===== config.mk =====
export PLATFORM = sky130hd
export DESIGN_NAME = anabellek_hakem
export DESIGN_NICKNAME = d
export VERILOG_FILES = /design/src/rtl/anabellek_hakem.sv
export SDC_FILE = /design/constraint.sdc
export NUM_CORES = 1
export LEC_CHECK = 0
export ABC_CLOCK_PERIOD_IN_PS = 2500
export BUFFER_PORTS_ARGS = -buffer_cell sky130_fd_sc_hd__buf_2
export CAP_MARGIN = 40
export CORE_AREA = 2 2 361 363
export DETAILED_ROUTE_END_ITERATION = 6
export DIE_AREA = 0 0 363 365
export HOLD_SLACK_MARGIN = 0.12
export PLACE_DENSITY = 0.37
export SLEW_MARGIN = 20
export SYNTH_ARGS = -nofsm -noshare
export SYNTH_HDL_FRONTEND = slang
export SYNTH_SLANG_ARGS = --single-unit

===== constraint.sdc =====
create_clock -name clk_i -period 2.5 [get_ports clk_i]
set_input_delay 0 -clock clk_i [delete_from_list [all_inputs] [get_ports clk_i]]
set_output_delay 0 -clock clk_i [all_outputs]
set_load 0.02 [all_outputs]

===== src/rtl/anabellek_hakem.sv =====
// Round-robin arbiter sharing one main-memory port between two cache controllers.
// Latency: grant same cycle as request in BOSTA, memory request next cycle, read data passed through combinationally.
// Backpressure: losing port holds its request; memory request held until accepted; owner ready steers response ready.
module anabellek_hakem #(
    parameter int ADRES_W = 32,
    parameter int VERI_W  = 128,
    parameter int SAYAC_W = 16
) (
    input  logic               clk_i,
    input  logic               rst_ni,

    input  logic [ADRES_W-1:0] onb0_istek_adres_i,
    input  logic [VERI_W-1:0]  onb0_istek_veri_i,
    input  logic               onb0_istek_gecerli_i,
    input  logic               onb0_istek_yaz_gecerli_i,
    output logic               onb0_istek_hazir_o,
    output logic [VERI_W-1:0]  onb0_cevap_veri_o,
    output logic               onb0_cevap_gecerli_o,
    input  logic               onb0_cevap_hazir_i,

    input  logic [ADRES_W-1:0] onb1_istek_adres_i,
    input  logic [VERI_W-1:0]  onb1_istek_veri_i,
    input  logic               onb1_istek_gecerli_i,
    input  logic               onb1_istek_yaz_gecerli_i,
    output logic               onb1_istek_hazir_o,
    output logic [VERI_W-1:0]  onb1_cevap_veri_o,
    output logic               onb1_cevap_gecerli_o,
    input  logic               onb1_cevap_hazir_i,

    output logic [ADRES_W-1:0] anabellek_istek_adres_o,
    output logic [VERI_W-1:0]  anabellek_istek_veri_o,
    output logic               anabellek_istek_gecerli_o,
    output logic               anabellek_istek_yaz_gecerli_o,
    input  logic               anabellek_istek_hazir_i,
    input  logic [VERI_W-1:0]  anabellek_cevap_veri_i,
    input  logic               anabellek_cevap_gecerli_i,
    output logic               anabellek_cevap_hazir_o,

    output logic               sahip_o,
    output logic               mesgul_o,
    output logic [SAYAC_W-1:0] islem_sayac0_o,
    output logic [SAYAC_W-1:0] islem_sayac1_o
);

    typedef enum logic [1:0] {
        BOSTA = 2'd0,
        ISTEK = 2'd1,
        CEVAP = 2'd2
    } durum_t;

    durum_t               durum_q;
    logic                 sahip_q;
    logic                 oncelik_q;
    logic                 yaz_q;
    logic [ADRES_W-1:0]   adres_q;
    logic [VERI_W-1:0]    veri_q;
    logic [SAYAC_W-1:0]   sayac0_q, sayac1_q;
    logic [SAYAC_W-1:0]   sayac0_d, sayac1_d;

    logic bosta, istek, cevap;
    logic hibe, hibe_sec, sahip_hazir, bitti;

    assign bosta = (durum_q == BOSTA);
    assign istek = (durum_q == ISTEK);
    assign cevap = (durum_q == CEVAP);

    // Grant is gated by reset so no port sees hazir while reset is asserted.
    assign hibe     = rst_ni && bosta && (onb0_istek_gecerli_i || onb1_istek_gecerli_i);
    assign hibe_sec = (onb0_istek_gecerli_i && onb1_istek_gecerli_i) ? oncelik_q : onb1_istek_gecerli_i;

    assign onb0_istek_hazir_o = hibe && !hibe_sec;
    assign onb1_istek_hazir_o = hibe && hibe_sec;

    assign sahip_hazir             = sahip_q ? onb1_cevap_hazir_i : onb0_cevap_hazir_i;
    assign anabellek_cevap_hazir_o = cevap && sahip_hazir;

    assign onb0_cevap_gecerli_o = cevap && !sahip_q && anabellek_cevap_gecerli_i;
    assign onb1_cevap_gecerli_o = cevap && sahip_q && anabellek_cevap_gecerli_i;
    assign onb0_cevap_veri_o    = (cevap && !sahip_q) ? anabellek_cevap_veri_i : '0;
    assign onb1_cevap_veri_o    = (cevap && sahip_q) ? anabellek_cevap_veri_i : '0;

    assign bitti = (istek && anabellek_istek_hazir_i && yaz_q) ||
                   (cevap && anabellek_cevap_gecerli_i && sahip_hazir);

    assign sayac0_d = (sayac0_q == '1) ? sayac0_q : sayac0_q + SAYAC_W'(1);
    assign sayac1_d = (sayac1_q == '1) ? sayac1_q : sayac1_q + SAYAC_W'(1);

    assign anabellek_istek_adres_o       = adres_q;
    assign anabellek_istek_veri_o        = veri_q;
    assign anabellek_istek_gecerli_o     = istek;
    assign anabellek_istek_yaz_gecerli_o = istek && yaz_q;

    assign sahip_o        = sahip_q;
    assign mesgul_o       = !bosta;
    assign islem_sayac0_o = sayac0_q;
    assign islem_sayac1_o = sayac1_q;

    always_ff @(posedge clk_i or negedge rst_ni) begin
        if (!rst_ni) begin
            durum_q   <= BOSTA;
            sahip_q   <= 1'b0;
            oncelik_q <= 1'b0;
            yaz_q     <= 1'b0;
            adres_q   <= '0;
            veri_q    <= '0;
            sayac0_q  <= '0;
            sayac1_q  <= '0;
        end else begin
            case (durum_q)
                BOSTA: begin
                    if (hibe) begin
                        sahip_q <= hibe_sec;
                        adres_q <= hibe_sec ? onb1_istek_adres_i : onb0_istek_adres_i;
                        veri_q  <= hibe_sec ? onb1_istek_veri_i : onb0_istek_veri_i;
                        yaz_q   <= hibe_sec ? onb1_istek_yaz_gecerli_i : onb0_istek_yaz_gecerli_i;
                        durum_q <= ISTEK;
                    end
                end
                ISTEK: begin
                    if (anabellek_istek_hazir_i) begin
                        durum_q <= yaz_q ? BOSTA : CEVAP;
                    end
                end
                CEVAP: begin
                    if (anabellek_cevap_gecerli_i && sahip_hazir) begin
                        durum_q <= BOSTA;
                    end
                end
                default: durum_q <= BOSTA;
            endcase

            // Completion hands priority to the other port and bumps the owner's count.
            if (bitti) begin
                oncelik_q <= ~sahip_q;
                if (sahip_q) begin
                    sayac1_q <= sayac1_d;
                end else begin
                    sayac0_q <= sayac0_d;
                end
            end
        end
    end

endmodule


==> results.json <==
{
  "outcome": "finished clean",
  "first_pass_iters": 5,
  "final_common_cell": "buf_2",
  "cts_made_buffers": 17,
  "finalWirelength_mm": 87.8,
  "ant_nets": 0,
  "final_nets": 2815,
  "period_needed_ns": 2.36,
  "dpl.hpwl_mm": 73.3,
  "synth-edff-count": 0,
  "grt_pass1_wl_mm": 113,
  "grt-ovfl-total": 0,
  "syn_inst": 1148,
  "fillCellCount": 14600,
  "async_flop_share_pct": 100,
  "slowest_delay_ns": 0.56,
  "ios": 915,
  "cts_tree": "yes",
  "r2r_end": "anabellek_istek_veri_o[34]",
  "fin_util_pct": 16.8,
  "final_area_um2": 21600,
  "avgRoutedWirePerCell_um": 21.7,
  "required_ns": 2.89,
  "synthFlopType": "dfrtp_1",
  "die_h_um": 365,
  "rrSetupSlack_ns": 0.14,
  "vdd_drop_max_uv": 452,
  "setup.worst_path.start_class": "flip-flop",
  "crit_type": "flip-flop to flip-flop",
  "crit_slowest_cell": "dlygate4sd3_1",
  "cellPowerDensity_nw_per_um2": 834,
  "final_cell_mix": "909 x buf_2, 335 x dlygate4sd3_1, 259 x and2_1, 196 x dfrtp_1, 177 x nand2_1",
  "cts_buffer_depth": 2,
  "syn-num-nets": 1608,
  "area_growth_pct": 97.9,
  "die_w_um": 363,
  "start_util_pct": 8.47,
  "timing.critical_path.mode_cell": "buf_4",
  "path_cells": "o21ai_4 > buf_12 > buf_4 > mux2i_1 > dlygate4sd3_1 > buf_4 > o21ai_1",
  "holdPathEnd": "anabellek_istek_veri_o[59]",
  "synthDistinctLibCells": 43,
  "hold_viol": 0,
  "synth_top_area_share_pct": 45.2,
  "synth_area_per_cell_um2": 9.49,
  "io_buffers": 914,
  "coreArea_um2": 129000,
  "power.leakage_uw": 0.0114,
  "hold_depth": 4,
  "num_vias": 13300,
  "antenna_found_initial": 75,
  "path_max_fanout": 34,
  "grt_usage_pct": 12.7,
  "ys_ff_latch": 197,
  "hp-class": "input port to flip-flop",
  "r2r_start": "oncelik_q",
  "cp-end-kind": "flip-flop",
  "placed_cell_area_um2": 17500,
  "cts-root-buf": "clkbuf_16",
  "skew_ns": 0.0272,
  "synthTopCellsByArea": "dfrtp_1 45%, mux2i_1 15%, and2_1 15%, o21ai_1 7.1%, nand2_1 6.1%",
  "multi_input_area_um2": 5600,
  "synthesis.area_um2": 10900,
  "layout-drive-gt1-share_pct": 41.7,
  "tns_ns": 0,
  "place.gp.congestion": 0.884,
  "maxCapViolCount": 0,
  "setup_viol": 0,
  "holdWs_ns": 0.296,
  "ys.warnings.count": 0,
  "h-tree-depth": 4,
  "insertion_delay_ns": 0.54,
  "regArea_um2": 4930,
  "critical_path_arrival_ns": 2.74,
  "clock_sinks": 197,
  "clkTransAtPathRegs_ns": 0.09,
  "tightest_slew_ns": 0.684,
  "rsz0062_at_grt": "false",
  "rows": 132,
  "drt_iter0_markers": 527,
  "timing.fmax_ghz": 0.424,
  "post_cts_buffers": 0,
  "grt_pass1_vias": 12900,
  "vias_per_cell": 3.27,
  "r2r_cells": 7,
  "synth-seq-area-share_pct": 45.2,
  "synth_top_cell_by_area": "dfrtp_1",
  "remaining_drc_errors": 0,
  "hp-start": "onb0_istek_veri_i[59]",
  "finalMaxSlewViolations": 0,
  "die_area_um2": 132000,
  "max_slew_margin_pct": 54.4,
  "grt_max_degree": 167,
  "fin_crit_sh_pct": 94.2
}
## repair_timing
| action | 4_1_cts | 5_1_grt |
|---|---|---|
| gates resized for setup | 2 | 1 |
| endpoints found under the setup margin | 128 | 4 |
| hold endpoints to repair | 366 | 0 |
| hold buffers | 337 | 0 |
| cloned | 1 | 0 |
## power by group
| part | switching [uW] | internal [uW] | total (uW) |
|---|---|---|---|
| Combinational | 6130 | 3510 | 9640 |
| Sequential | 888 | 4510 | 5390 |
| Clock | 1590 | 1360 | 2950 |
| Total | 8610 | 9370 | 18000 |
## metal layers
metal | vias up | routed length [um] | global-route usage [%]
li1 | 6256 | - | -
met1 | 6198 | 35000 | 14.8
met2 | 617 | 42700 | 21.9
met3 | 163 | 7660 | 4.77
met4 | 34 | 2180 | 3.03
met5 | - | 233 | 0
## layout make-up
cell class                 instances  area share, %
clock buffer                      19           2.10
multi-input combinational        863           26.0
clock inverter                    12          0.545
antenna                           10          0.116
sequential                       197           22.9
timing repair buffer            1270           38.6
tap                             1675           9.72
inverter                           6          0.104
## logic make-up (layout without fill, tap and decap cells)
logic type / after synthesis / after routing / synth area share, %
adders and majority gates: 2 / 2 / 0.230
other: 0 / 10 / 0
AOI/OAI and AO/OA: 176 / 176 / 8.84
DFF: 197 / 197 / 45.2
and+or+nand+nor: 492 / 492 / 24.5
xor gates and xnor gates: 28 / 28 / 2.25
muxes: 165 / 165 / 15.2
buffers and inverters: 88 / 1307 / 3.69
## critical path: cells and delay by family, from the launching register on
family,cells,cell delay [ns]
buf+inv,4,1.19
flops,1,0.45
compound gates,2,0.32
mux,1,0.18
## cells in the mapped netlist, types with 2 or more instances
master / count
a21oi_2: 2
nand4b_2: 2
o21ai_0: 11
buf_6: 3
nand2b_1: 3
ha_1: 2
and2_1: 259
nand3_1: 6
buf_4: 2
nor4_4: 2
xor2_1: 8
and4_1: 3
nand4_1: 12
mux2i_1: 162
and3_1: 5
nor2_1: 11
nand2_1: 177
nor2_2: 2
dfrtp_1: 197
inv_1: 6
mux2_1: 2
and3b_1: 2
clkbuf_1: 44
buf_2: 33
o21ai_1: 155
xnor2_1: 20
## worst max-delay path by stage
stage                                 endpoint  cells past startpoint  startpoint  slack [ns]
floorplan                              sahip_o                      7  durum_q[1]        0.68
global placement            islem_sayac1_o[15]                      5     sahip_o        0.36
detailed placement          islem_sayac1_o[15]                      5     sahip_o        0.36
CTS                      onb1_cevap_veri_o[60]                      4     sahip_o        0.01
global route        anabellek_istek_veri_o[34]                      7   oncelik_q       0.006
finish              anabellek_istek_veri_o[34]                      7   oncelik_q        0.14
## stage by stage
stage                     worst slack [ns]  std cells  total power [uW]
after floorplan                      0.680       1148             10300
after global placement               0.364       3673             14400
after detailed placement             0.358       3673             14500
after CTS                           0.0143       4042             18500
after global routing               0.00555       4042             19400
final                                0.144       4052             18000
## flip-flops by register name (all words and copies together), names as in the netlist
signal / flops
durum_q: 2
anabellek_istek_veri_o: 128
sahip_o: 1
anabellek_istek_adres_o: 32
yaz_q: 1
islem_sayac0_o: 16
oncelik_q: 1
islem_sayac1_o: 16
Note: power is estimated with default switching activity, not from simulation.
